File: src/rtl/rv32i_types_pkg.sv
// Shared RV32I types for the two-stage pipeline.
//   word_t        : 32-bit machine word
//   RV32I_NOP     : addi x0,x0,0, used to fill the IF/EX latch on bubbles and flushes
//   fetch_state_t : fetch FSM states
//   ifex_t        : contents of the IF/EX pipeline latch
package rv32i_types_pkg;

   typedef logic [31:0] word_t;

   localparam word_t RV32I_NOP = 32'h0000_0013;

   typedef enum logic {
      FETCH = 1'b0,
      PEND  = 1'b1
   } fetch_state_t;

   typedef struct packed {
      logic  valid;
      word_t instr;
      word_t pc;
      word_t pc4;
      logic  fault;
      logic  mal;
   } ifex_t;

endpackage

File: src/rtl/hazard_unit_if.sv
// Status/control link between the fetch stage and the hazard unit.
//   fetch modport  : fetch stage side (takes control, reports status)
//   hazard modport : hazard unit side
//   pc_en, npc_sel, if_ex_stall, if_ex_flush : hazard -> fetch
//   i_ram_busy, fault_insn, mal_insn         : fetch -> hazard
interface hazard_unit_if;

   logic pc_en;
   logic npc_sel;
   logic if_ex_stall;
   logic if_ex_flush;
   logic i_ram_busy;
   logic fault_insn;
   logic mal_insn;

   modport fetch (
      input  pc_en, npc_sel, if_ex_stall, if_ex_flush,
      output i_ram_busy, fault_insn, mal_insn
   );

   modport hazard (
      output pc_en, npc_sel, if_ex_stall, if_ex_flush,
      input  i_ram_busy, fault_insn, mal_insn
   );

endinterface

File: src/rtl/tspp_pc_gen.sv
// PC register, pending-redirect register and fetch FSM.
//   in : CLK, nRST, pc_en, npc_sel, insert_pc, priv_pc, brj_addr
//   out: pc (current fetch address), state, redirect (redirect requested this cycle)
//
// state | meaning
// FETCH | no redirect queued; pc advances or redirects on pc_en
// PEND  | redirect queued in pend_pc, applied on the next pc_en
module tspp_pc_gen
   import rv32i_types_pkg::*;
#(
   parameter word_t RESET_PC = 32'h0000_0200
) (
   input  logic         CLK,
   input  logic         nRST,
   input  logic         pc_en,
   input  logic         npc_sel,
   input  logic         insert_pc,
   input  word_t        priv_pc,
   input  word_t        brj_addr,
   output word_t        pc,
   output fetch_state_t state,
   output logic         redirect
);

   fetch_state_t state_q, state_d;
   word_t        pc_q, pc_d;
   word_t        pend_pc_q, pend_pc_d;
   word_t        target;

   // Trap/return outranks a branch resolved in the same cycle.
   assign redirect = insert_pc | npc_sel;
   assign target   = insert_pc ? priv_pc : brj_addr;

   always_comb begin
      state_d   = state_q;
      pc_d      = pc_q;
      pend_pc_d = pend_pc_q;
      case (state_q)
         FETCH: begin
            if (pc_en) begin
               pc_d = redirect ? target : pc_q + 32'd4;
            end else if (redirect) begin
               pend_pc_d = target;
               state_d   = PEND;
            end
         end
         PEND: begin
            if (pc_en) begin
               pc_d    = redirect ? target : pend_pc_q;
               state_d = FETCH;
            end else if (redirect) begin
               pend_pc_d = target;
            end
         end
         default: state_d = FETCH;
      endcase
   end

   always_ff @(posedge CLK or negedge nRST) begin
      if (!nRST) begin
         state_q   <= FETCH;
         pc_q      <= RESET_PC;
         pend_pc_q <= '0;
      end else begin
         state_q   <= state_d;
         pc_q      <= pc_d;
         pend_pc_q <= pend_pc_d;
      end
   end

   assign pc    = pc_q;
   assign state = state_q;

endmodule

File: src/rtl/tspp_fetch_stage.sv
// Fetch stage: issues instruction reads at the PC, reports status to the hazard
// unit and drives the IF/EX pipeline latch.
//   CLK, nRST                       : clock / async active-low reset
//   hz (hazard_unit_if.fetch)       : pc_en, npc_sel, stall/flush in; busy/fault/mal out
//   insert_pc, priv_pc, brj_addr    : redirect requests and targets
//   iaddr, iren, irdata, i_busy, i_err : instruction memory port
//   ifex_*                          : IF/EX latch contents
module tspp_fetch_stage
   import rv32i_types_pkg::*;
#(
   parameter word_t RESET_PC = 32'h0000_0200,
   parameter word_t NOP_INSN = RV32I_NOP
) (
   input  logic                 CLK,
   input  logic                 nRST,
   hazard_unit_if.fetch         hz,
   input  logic                 insert_pc,
   input  word_t                priv_pc,
   input  word_t                brj_addr,
   output word_t                iaddr,
   output logic                 iren,
   input  word_t                irdata,
   input  logic                 i_busy,
   input  logic                 i_err,
   output logic                 ifex_valid,
   output word_t                ifex_instr,
   output word_t                ifex_pc,
   output word_t                ifex_pc4,
   output logic                 ifex_fault,
   output logic                 ifex_mal
);

   word_t        pc;
   fetch_state_t state;
   logic         redirect;
   logic         mal;
   logic         fault;
   logic         done;
   ifex_t        ifex_q, ifex_d;

   tspp_pc_gen #(.RESET_PC(RESET_PC)) u_pc_gen (
      .CLK       (CLK),
      .nRST      (nRST),
      .pc_en     (hz.pc_en),
      .npc_sel   (hz.npc_sel),
      .insert_pc (insert_pc),
      .priv_pc   (priv_pc),
      .brj_addr  (brj_addr),
      .pc        (pc),
      .state     (state),
      .redirect  (redirect)
   );

   // A misaligned PC never reaches memory; it completes at once so the fault
   // can travel down the pipe as an instruction.
   assign mal   = (pc[1:0] != 2'b00);
   assign iren  = !mal;
   assign iaddr = pc;
   assign fault = iren & !i_busy & i_err;
   assign done  = mal | (iren & !i_busy);

   assign hz.i_ram_busy = iren & i_busy;
   assign hz.fault_insn = fault;
   assign hz.mal_insn   = mal;

   always_comb begin
      ifex_d = ifex_q;
      if (hz.if_ex_flush) begin
         ifex_d.valid = 1'b0;
         ifex_d.instr = NOP_INSN;
         ifex_d.fault = 1'b0;
         ifex_d.mal   = 1'b0;
      end else if (hz.if_ex_stall) begin
         ifex_d = ifex_q;
      end else if (done && (state == FETCH) && !redirect) begin
         ifex_d.valid = 1'b1;
         ifex_d.instr = irdata;
         ifex_d.pc    = pc;
         ifex_d.pc4   = pc + 32'd4;
         ifex_d.fault = fault;
         ifex_d.mal   = mal;
      end else begin
         // Wrong-path or incomplete fetch: insert a bubble.
         ifex_d.valid = 1'b0;
         ifex_d.instr = NOP_INSN;
         ifex_d.fault = 1'b0;
         ifex_d.mal   = 1'b0;
      end
   end

   always_ff @(posedge CLK or negedge nRST) begin
      if (!nRST) begin
         ifex_q <= '{valid: 1'b0, instr: NOP_INSN, pc: '0, pc4: '0, fault: 1'b0, mal: 1'b0};
      end else begin
         ifex_q <= ifex_d;
      end
   end

   assign ifex_valid = ifex_q.valid;
   assign ifex_instr = ifex_q.instr;
   assign ifex_pc    = ifex_q.pc;
   assign ifex_pc4   = ifex_q.pc4;
   assign ifex_fault = ifex_q.fault;
   assign ifex_mal   = ifex_q.mal;

endmodule

File: src/flat_wrapper.sv
// flat-port wrapper written by rule: the top's interface ports become plain ports
module tspp_fetch_stage_flat import rv32i_types_pkg::*;
#(
   parameter word_t RESET_PC = 32'h0000_0200,
   parameter word_t NOP_INSN = RV32I_NOP
)
  (CLK, nRST, insert_pc, priv_pc, brj_addr, iaddr, iren, irdata, i_busy, i_err, ifex_valid, ifex_instr, ifex_pc, ifex_pc4, ifex_fault, ifex_mal, hz_pc_en, hz_npc_sel, hz_if_ex_stall, hz_if_ex_flush, hz_i_ram_busy, hz_fault_insn, hz_mal_insn);
  hazard_unit_if hz_i ();
  input  logic CLK;
  input  logic nRST;
  input  logic insert_pc;
  input  word_t priv_pc;
  input  word_t brj_addr;
  output word_t iaddr;
  output logic iren;
  input  word_t irdata;
  input  logic i_busy;
  input  logic i_err;
  output logic ifex_valid;
  output word_t ifex_instr;
  output word_t ifex_pc;
  output word_t ifex_pc4;
  output logic ifex_fault;
  output logic ifex_mal;
  input wire logic [$bits(hz_i.pc_en)-1:0] hz_pc_en;
  input wire logic [$bits(hz_i.npc_sel)-1:0] hz_npc_sel;
  input wire logic [$bits(hz_i.if_ex_stall)-1:0] hz_if_ex_stall;
  input wire logic [$bits(hz_i.if_ex_flush)-1:0] hz_if_ex_flush;
  output wire logic [$bits(hz_i.i_ram_busy)-1:0] hz_i_ram_busy;
  output wire logic [$bits(hz_i.fault_insn)-1:0] hz_fault_insn;
  output wire logic [$bits(hz_i.mal_insn)-1:0] hz_mal_insn;
  assign hz_i.pc_en = hz_pc_en;
  assign hz_i.npc_sel = hz_npc_sel;
  assign hz_i.if_ex_stall = hz_if_ex_stall;
  assign hz_i.if_ex_flush = hz_if_ex_flush;
  assign hz_i_ram_busy = hz_i.i_ram_busy;
  assign hz_fault_insn = hz_i.fault_insn;
  assign hz_mal_insn = hz_i.mal_insn;
  tspp_fetch_stage #(.RESET_PC(RESET_PC), .NOP_INSN(NOP_INSN)) u_core (.CLK(CLK), .nRST(nRST), .hz(hz_i), .insert_pc(insert_pc), .priv_pc(priv_pc), .brj_addr(brj_addr), .iaddr(iaddr), .iren(iren), .irdata(irdata), .i_busy(i_busy), .i_err(i_err), .ifex_valid(ifex_valid), .ifex_instr(ifex_instr), .ifex_pc(ifex_pc), .ifex_pc4(ifex_pc4), .ifex_fault(ifex_fault), .ifex_mal(ifex_mal));
endmodule
File: config.mk
export PLATFORM = sky130hd
export DESIGN_NAME = tspp_fetch_stage_flat
export DESIGN_NICKNAME = d
export VERILOG_FILES = /design/src/rtl/rv32i_types_pkg.sv /design/src/rtl/hazard_unit_if.sv /design/src/rtl/tspp_pc_gen.sv /design/src/rtl/tspp_fetch_stage.sv /design/src/flat_wrapper.sv
export SDC_FILE = /design/constraint.sdc
export NUM_CORES = 1
export LEC_CHECK = 0
export ABC_AREA = 0
export BUFFER_PORTS_ARGS = -buffer_cell sky130_fd_sc_hd__buf_2
export CAP_MARGIN = 15
export CELL_PAD_IN_SITES_DETAIL_PLACEMENT = 1
export CELL_PAD_IN_SITES_GLOBAL_PLACEMENT = 1
export CORE_MARGIN = 2
export CORE_UTILIZATION = 39
export CTS_CLUSTER_SIZE = 30
export DETAILED_ROUTE_END_ITERATION = 8
export PLACE_DENSITY = 0.84
export SKIP_LAST_GASP = 1
export SLEW_MARGIN = 15
export SYNTH_ARGS = -nofsm -noshare
export SYNTH_HDL_FRONTEND = slang
export SYNTH_SLANG_ARGS = --single-unit
export TNS_END_PERCENT = 1
File: constraint.sdc
create_clock -name CLK -period 2.9 [get_ports CLK]
set_clock_uncertainty 0.15 [all_clocks]
set_input_delay 0.145 -clock CLK [delete_from_list [all_inputs] [get_ports CLK]]
set_output_delay 0.145 -clock CLK [all_outputs]
set_load 0.05 [all_outputs]
# Word level (Yosys, flattened, before mapping)
# Index checks and enable logic that the tools add are counted.
word_totals:
  elab_cells: 46
  inputBits: 105
  output_inout_bits: 135
  ff_bits: 164
classes:
  bitwise: 8
  reduce_logical: 8
  n_eq_ne: 3
  mux: 17
  addsub: 1
op_table:
  columns: ["operator", "n"]
  rows:
  - ["$mux W32", 6]
  - ["$mux W99", 1]
  - ["$mux W33", 2]
  - ["$mux W64", 1]
  - ["$pmux W32 S2", 1]
  - ["$add A32 B3 Y32 const B", 1]
  - ["$mux W2", 2]
  - ["$ne A2 B2 Y1 const B", 2]
  - ["$and A1 B1 Y1", 3]
  - ["$logic_not A1 Y1", 3]
  - ["$mux W1", 3]
  - ["$not A1 Y1", 3]
  - ["$reduce_and A3 Y1", 1]
  - ["$logic_and A1 B1 Y1", 2]
  - ["$ne A2 B1 Y1 const B", 1]
  - ["$or A1 B1 Y1", 2]
  - ["$pmux W1 S2", 1]
  - ["$reduce_and A2 Y1", 1]
  - ["$reduce_bool A2 Y1", 1]

# Longest topological paths before layout
# Gate-level depths: netlist of the first run.
depth:
  word_depth: 9
  mapped_depth: 9
  depth_no_buf: 6

# Cells and area by module
# A second synthesis of the first run with hierarchy kept.
unflattened:
  cells_unflattened: 965
  hier_area_um2: 8478.1
by_module_without_submodules:
  columns: ["mod", "area_per_inst_um2", "instances", "cells_each", "seq_area_each_um2"]
  rows:
  - ["tspp_pc_gen", 4312.9, 1, 545, 1627.8]
  - ["tspp_fetch_stage", 4165.2, 1, 420, 2431.1]

# Worst setup path after synthesis of the first run
# Ideal clock, no wire load.
synth_path:
  path_kind: "reg-to-reg"
  startpoint: "register u_core.u_pc_gen.pc_q[1] (netlist: u_core.u_pc_gen.pc[1])"
  endpoint: "register u_core.ifex_q (netlist bit u_core.ifex_fault)"
  path_buffers: 0
  setup_slack_ns: -0.829
  path_stages_with_launch: 5
  arrival_ns: 3.507
  required_ns: 2.678
  setup_ns: 0.072
  period_less_slack_ns: 3.729
  path_cell_list: "dfrtp_1 > nor2_1 > inv_1 > nor3b_1 > a22o_1"
synth_via:
  word_cells_on_any_way: 10
  classes_between: "3 x mux; 3 x bitwise; 4 x reduce/logical"
synth_rtl:
  columns: ["item", "line", "rtl"]
  rows:
  - ["start, declared", "tspp_pc_gen.sv:26", "word_t pc_q, pc_d;"]
  - ["start signal, assigned", "tspp_pc_gen.sv:66", "pc_q <= pc_d;"]
  - ["$reduce_bool A2 Y1", "tspp_fetch_stage.sv:56", "assign mal = (pc[1:0] != 2'b00);"]
  - ["$logic_not A1 Y1", "tspp_fetch_stage.sv:57", "assign iren = !mal;"]
  - ["net iren", "flat_wrapper.sv:15", "output logic iren;"]
  - ["$and A1 B1 Y1 (2 in series)", "tspp_fetch_stage.sv:59", "assign fault = iren & !i_busy & i_err;"]
  - ["net hz_fault_insn", "flat_wrapper.sv:30", "output wire logic [$bits(hz_i.fault_insn)-1:0] hz_fault_insn;"]
  - ["$mux W2", "tspp_fetch_stage.sv:75", "end else if (done && (state == FETCH) && !redirect) begin"]
  - ["$mux W99", "tspp_fetch_stage.sv:73", "end else if (hz.if_ex_stall) begin"]
  - ["$mux W2", "tspp_fetch_stage.sv:68", "if (hz.if_ex_flush) begin"]
  - ["end signal, assigned", "tspp_fetch_stage.sv:93", "ifex_q <= '{valid: 1'b0, instr: NOP_INSN, pc: '0, pc4: '0, fault: 1'b0, mal: 1'b0};"]
  - ["end signal, assigned", "tspp_fetch_stage.sv:95", "ifex_q <= ifex_d;"]
  - ["end, declared", "tspp_fetch_stage.sv:39", "ifex_t ifex_q, ifex_d;"]
# The timed path passes the listed nets, and every way through them passes these cells. The select of a mux whose other input is x is not followed.
# A chain may end at the register's enable or synchronous reset.

# Worst setup path after layout of the first run
layout_path:
  startpoint: "register u_core.u_pc_gen.pc_q[2] (netlist: u_core.u_pc_gen.pc[2])"
  endpoint: "register u_core.u_pc_gen.pc_q[20] (netlist: u_core.u_pc_gen.pc[20])"
layout_via:
  elab_chain_len: 4
layout_rtl:
  columns: ["item", "line", "rtl"]
  rows:
  - ["$add A32 B3 Y32", "tspp_pc_gen.sv:41", "pc_d = redirect ? target : pc_q + 32'd4;"]
  - ["$mux W32", "tspp_pc_gen.sv:41", null]
  - ["$mux W32", "tspp_pc_gen.sv:40", "if (pc_en) begin"]
  - ["$pmux W32 S2", "tspp_pc_gen.sv:38", "case (state_q)"]
# No other way between the ends. The select of a mux whose other input is x is not followed.

==> impl_metrics.env, run 1 <==
export IMPL_cts_tree="yes"
export IMPL_grt_max_degree=79
export IMPL_final_nets=1268
export IMPL_cts_resized=0
export IMPL_synth_edf_count=0
export IMPL_portBuffers=239
export IMPL_ys_warnings_count=0
export IMPL_netlist_area_sq_um=8000
export IMPL_grt_use_total_pct=28.2
export IMPL_setup_violations_final=0
export IMPL_syn_area_per_cell_sq_um=9.24
export IMPL_hpwl_um=20100
export IMPL_start_util_pct=39.7
export IMPL_power_density_nw_per_um2=722
export IMPL_p_leak_nw=5.23
export IMPL_synth_cells=866
export IMPL_place_inst=1324
export IMPL_slew_viol_final=0
export IMPL_clkLatencyLatePin_ns=0.43
export IMPL_drive_above_1_share_pct=27.5
export IMPL_worstMarginPinSlew_ns=0.747
export IMPL_die_w_um=147
export IMPL_fillers=2348
export IMPL_maxSlewHeadroom_pct=50.2
export IMPL_synthFlopType="dfrtp_1"
export IMPL_crit_slowest_cell="dfrtp_1"
export IMPL_worst_setup_path_start_kind="flop"
export IMPL_status="finished, final reports clean"
export IMPL_p_seq_share_pct=37.3
export IMPL_rsz0062_at_grt="false"
export IMPL_dieArea_sq_um=21700
export IMPL_numCtsBuffers=17
export IMPL_crit_arrival_ns=2.71
export IMPL_ioPinCount=240
export IMPL_synthTopCellsByArea="dfrtp_1, nand2_1, o21ai_0"
export IMPL_comb_power_share_pct=32.7
export IMPL_hold_class="in -> reg"
export IMPL_syn_nets=972
export IMPL_clkPwrFrac_pct=30.0
export IMPL_ys_seq_area_share_pct=50.7
export IMPL_path_class="reg -> reg"
export IMPL_viasPerCell=5.61
export IMPL_area_growth_syn_to_layout_pct=36.7
export IMPL_instances_no_fill=1445
export IMPL_wl_um=30500
export IMPL_timing_fmax_mhz=388
export IMPL_switching_power_mw=3.17
export IMPL_netSwitchingFraction_pct=40.2
export IMPL_clockRootBuffer="clkbuf_16"
export IMPL_antenna_found_initial=0
export IMPL_routabilityCongestion=0.861
export IMPL_power_internal_mw=4.72
export IMPL_die_y_um=147
export IMPL_placed_area_sq_um=9430
export IMPL_path_cells="ha_1, nand3_1, or2_0, nor3_1, o21ai_0, o2bb2ai_1"
export IMPL_core_area_sq_um=20200
export IMPL_synth_most_common_cell="dfrtp_1"
export IMPL_synth_top_area_share_pct=49.4
export IMPL_grt_pass1_wl_um=47900
export IMPL_clock_sinks=162
export IMPL_async_reset_ff_share_pct=100
export IMPL_vias=8113
export IMPL_peakVddDrop_mv=0.380
export IMPL_netlist_cell_type_count=59
export IMPL_postLayoutCellArea_sq_um=10900
export IMPL_hold_viol_final=0
export IMPL_antenna_cells=0
export IMPL_drc=0
export IMPL_yosys_register_bits=162
export IMPL_worst_setup_path_end_kind="flop"
export IMPL_yosysTopAreaCell="dfrtp_1"
export IMPL_dr_pass1_iters=5
export IMPL_rows=52
export IMPL_wl_per_cell_um=21.1
export IMPL_path_clk_slew_ns=0.07
export IMPL_post_place_ws_ns=0.394
export IMPL_max_stage_delay_ns=0.54
export IMPL_drv_cap=0
export IMPL_hold_buffers=89
export IMPL_first_iter_violations=559
export IMPL_fin_crit_sh_pct=88.8
export IMPL_period_minus_slack_ns=2.57
export IMPL_drtAntennaViolNets=0
export IMPL_cts_htree_levels=4
export IMPL_grt_pass1_vias=8212
export IMPL_setup_ws_ns=0.325
export IMPL_overflow=0
export IMPL_clockBufferDepth=2
export IMPL_cts_setup_buffers=0
export IMPL_synthTopCellsByCount="dfrtp_1, nand2_1, o21ai_0"
export IMPL_path_max_fanout=8
export IMPL_required_ns=3.03
export IMPL_tns_ns=0
[kinds of logic after synthesis]
logic type / Yosys count / synth area share [%]
compound gates: 289 / 23.6
fa+ha+maj: 1 / 0.156
xor+xnor: 28 / 3.07
flops: 162 / 50.7
simple gates: 299 / 17.7
mux: 2 / 0.282
buf+inv: 85 / 4.54
[per-stage QoR]
stage | power [mW] | utilization (%) | hold WS [ns]
floorplan | 4.64 | - | -0.301
global placement | 5.36 | 46.8 | -0.0750
detailed placement | 5.42 | 46.8 | -0.0748
CTS | 7.91 | 54.2 | 0.000308
global route | 8.23 | 54.2 | 0.0220
finish | 7.89 | 54.2 | 0.0141
[layout by cell type (no fill, tap or decap), drive strengths merged, types with 3 or more instances in the layout]
cell type,instances
buf,264
dfrtp,158
nand2,145
dlygate4sd3,89
o21ai,87
a21oi,60
nor2,57
a22oi,43
a22o,39
nand3,27
clkbuf,20
xnor2,19
nor2b,17
a31oi,15
a221oi,11
inv,11
xor2,9
o2bb2ai,8
nor3,8
and3,8
nand4,8
nand3b,7
o31ai,7
nor4,7
clkinv,6
a21o,5
o22a,4
dfstp,4
bufinv,3
and2,3
or2,3
or4,3
[power by group through the flow]
stage	clock, mW	sequential, mW	combinational, mW
2_1_floorplan	0	3.97	0.670
3_3_place_gp	0	2.96	2.39
3_5_place_dp	0	2.98	2.44
4_1_cts	2.40	2.94	2.57
5_1_grt	2.50	3.00	2.74
6_report	2.36	2.95	2.58
[cell type report]
cell class                      count  area, sq um  share of cell area [%]
Clock buffer                       20          457                    4.18
Clock inverter                     12          153                    1.40
Inverter                            9         33.8                   0.309
Multi-Input combinational cell    619         3600                    32.9
Sequential cell                   162         4060                    37.1
Tap cell                          270          338                    3.09
Timing Repair Buffer              353         2290                    21.0
[registers in the layout (all words and copies together), names as in the netlist, 30 cells and up]
signal / cells
u_core.ifex_pc: 30
u_core.u_pc_gen.pc: 32
u_core.ifex_pc4: 32
u_core.ifex_instr: 32
u_core.u_pc_gen.pend_pc_q: 32
[metal layers]
layer | vias up | part of all wire (%) | routed length, um | GRT usage [%]
met5 | - | 0 | 0 | 0
met2 | 329 | 47 | 14400 | 45.0
li1 | 3692 | - | - | -
met3 | 37 | 7.3 | 2220 | 6.71
met4 | 0 | 1.6 | 488 | 6.39
met1 | 4055 | 44 | 13400 | 39.3
[path summary, 6_finish.rpt]
path | from | endpoint | slack, ns | depth (start not counted)
max | u_core.u_pc_gen.pc[2]$_DFFE_PN0P_ | u_core.u_pc_gen.pc[20]$_DFFE_PN0P_ | 0.33 | 6
min | brj_addr[18] | u_core.u_pc_gen.pend_pc_q[18]$_DFFE_PN0N_ | 0.01 | 5
max reg2reg | u_core.u_pc_gen.pc[2]$_DFFE_PN0P_ | u_core.u_pc_gen.pc[20]$_DFFE_PN0P_ | 0.33 | 6
min reg2reg | u_core.ifex_pc[23]$_DFFE_PN0P_ | u_core.ifex_pc[23]$_DFFE_PN0P_ | 0.32 | 2
max in group asynchronous | nRST | u_core.ifex_pc[4]$_DFFE_PN0P_ | 1.69 | 3
min in group asynchronous | nRST | u_core.u_pc_gen.pend_pc_q[17]$_DFFE_PN0N_ | 0.02 | 2
[critical path, delay by kind of cell, from the launching register on]
| family | cells | cell delay, ns |
|---|---|---|
| AOI/OAI and AO/OA | 2 | 0.33 |
| adders and majority gates | 1 | 0.32 |
| DFF | 1 | 0.54 |
| and+or+nand+nor | 3 | 1.08 |
Note: power is estimated with default switching activity, not from simulation.
==> inputs of run 2 (changes only) <==
- clock period: 2.9 -> 2.65 ns (I/O delays scaled with it)
==> run 2 against run 1 <==
Compared with the run above:
- cell count up 0.62%
- sequential cell count unchanged
- via count down 0.30%
- register-to-register slack worse by 0.15 ns
==> impl_metrics.env, run 2 (same netlist as run 1, synthesis figures left out) <==
export IMPL_cts_htree_levels=4
export IMPL_worstRegToRegCells=6
export IMPL_clockBufferDepth=2
export IMPL_cts_setup_buffers=0
export IMPL_hold_buffers=92
export IMPL_tns_ns=0
export IMPL_grt_pass1_vias=8413
export IMPL_die_w_um=147
export IMPL_grt_max_degree=93
export IMPL_clock_sinks=162
export IMPL_grt_pass1_wl_um=48300
export IMPL_power_density_nw_per_um2=772
export IMPL_grt_use_total_pct=28.6
export IMPL_portBuffers=239
export IMPL_worstMarginPinSlew_ns=0.644
export IMPL_fin_crit_sh_pct=93.5
export IMPL_mostFrequentLayoutCells="buf_2, dfrtp_1, nand2_1, dlygate4sd3_1, o21ai_0"
export IMPL_power_internal_mw=4.97
export IMPL_drc=0
export IMPL_dr_pass1_iters=5
export IMPL_min_path_cells=5
export IMPL_drtAntennaViolNets=0
export IMPL_drive_above_1_share_pct=27.9
export IMPL_p_leak_nw=5.26
export IMPL_path_class="reg -> reg"
export IMPL_cts_resized=0
export IMPL_r2r_slack_ns=0.17
export IMPL_hpwl_um=20200
export IMPL_area_growth_syn_to_layout_pct=37.9
export IMPL_netSwitchingFraction_pct=41.6
export IMPL_p_seq_share_pct=37.7
export IMPL_status="finished, final reports clean"
export IMPL_die_y_um=147
export IMPL_wl_per_cell_um=21.1
export IMPL_ioPinCount=240
export IMPL_rows=52
export IMPL_path_clk_slew_ns=0.07
export IMPL_viasPerCell=5.56
export IMPL_switching_power_mw=3.55
export IMPL_total_power_mw=8.52
export IMPL_hold_class="in -> reg"
export IMPL_worst_setup_path_start_kind="flop"
export IMPL_required_ns=2.81
export IMPL_vias=8089
export IMPL_period_minus_slack_ns=2.48
export IMPL_wl_um=30700
export IMPL_comb_power_share_pct=33.8
export IMPL_clkPwrFrac_pct=28.5
export IMPL_core_area_sq_um=20200
export IMPL_hold_slack_ns=0.0219
export IMPL_rsz0062_at_grt="false"
export IMPL_start_util_pct=39.7
export IMPL_first_iter_violations=452
export IMPL_overflow=0
export IMPL_path_max_fanout=8
export IMPL_clockRootBuffer="clkbuf_16"
export IMPL_drv_cap=0
export IMPL_worst_setup_path_end_kind="flop"
export IMPL_crit_arrival_ns=2.64
export IMPL_slew_viol_final=0
export IMPL_maxSlewHeadroom_pct=57.1
export IMPL_timing_fmax_mhz=403
export IMPL_clkLatencyLatePin_ns=0.44
export IMPL_hold_viol_final=0
export IMPL_final_common_cell="buf_2"
export IMPL_numCtsBuffers=17
export IMPL_final_nets=1277
export IMPL_setup_violations_final=0
export IMPL_dieArea_sq_um=21700
export IMPL_peakVddDrop_mv=0.379
export IMPL_cts_tree="yes"
export IMPL_antenna_cells=0
export IMPL_antenna_found_initial=0
export IMPL_routabilityCongestion=0.865
run 2: cell types whose count changed in the layout (fill, tap and decap cells not counted), moves of 2 or more:
cell,delta
buf_12,+4
clkinv_4,+3
clkbuf_8,-2
bufinv_16,-2
buf_4,+2
dlygate4sd3_1,+3
inv_6,+3
clkinv_2,-3
run 2: area by class of cell:
class / instances / area (sq um)
flip-flops and latches: 162 / 4060
repair buffers: 362 / 2420
multi-input cells: 619 / 3610
inverters: 9 / 33.8
clock inverters: 15 / 149
clock buffers: 17 / 425
fillers: 2333 / 9140
well taps: 270 / 338
run 2: power by group through the flow:
stage                     Combinational, mW  Clock, mW  Sequential [mW]
after floorplan                       0.736          0             4.34
after global placement                 2.66          0             3.22
after detailed placement               2.71          0             3.25
after CTS                              2.87       2.47             3.21
after global routing                   3.05       2.55             3.27
final                                  2.88       2.43             3.21
run 2: routing by layer:
metal	track usage [%]	vias to the layer above	part of all wire [%]
li1	-	3710	-
met4	7.40	0	1.6
met5	0	-	0
met3	6.06	31	6.8
met2	47.0	313	49
met1	38.9	4035	43
run 2: worst paths after layout:
path,from,end
max in group asynchronous,nRST,u_core.ifex_instr[0]$_DFFE_PN1P_
min reg2reg,u_core.ifex_pc[13]$_DFFE_PN0P_,u_core.ifex_pc[13]$_DFFE_PN0P_
max,u_core.u_pc_gen.pc[2]$_DFFE_PN0P_,u_core.u_pc_gen.pc[24]$_DFFE_PN0P_
min in group asynchronous,nRST,u_core.u_pc_gen.pend_pc_q[18]$_DFFE_PN0N_
max reg2reg,u_core.u_pc_gen.pc[2]$_DFFE_PN0P_,u_core.u_pc_gen.pc[24]$_DFFE_PN0P_
min,brj_addr[19],u_core.u_pc_gen.pend_pc_q[19]$_DFFE_PN0N_
run 2: worst max-delay path, cell delays in order (launching register included):
cell	delay [ns]
dfrtp_1	0.50
ha_1	0.32
nand3_1	0.21
or2_0	0.40
nor3_1	0.46
a21oi_1	0.14
o22a_1	0.19
run 2: per-stage QoR:
step / instance area [sq um] / utilization (%) / cells / setup WS, ns
after floorplan: 8010 / - / 866 / -0.0829
after global placement: 9530 / 47.3 / 1330 / 0.365
after detailed placement: 9530 / 47.3 / 1330 / 0.262
after CTS: 11000 / 54.7 / 1454 / 0.203
after global routing: 11000 / 54.7 / 1454 / 0.0783
final: 11000 / 54.7 / 1454 / 0.171
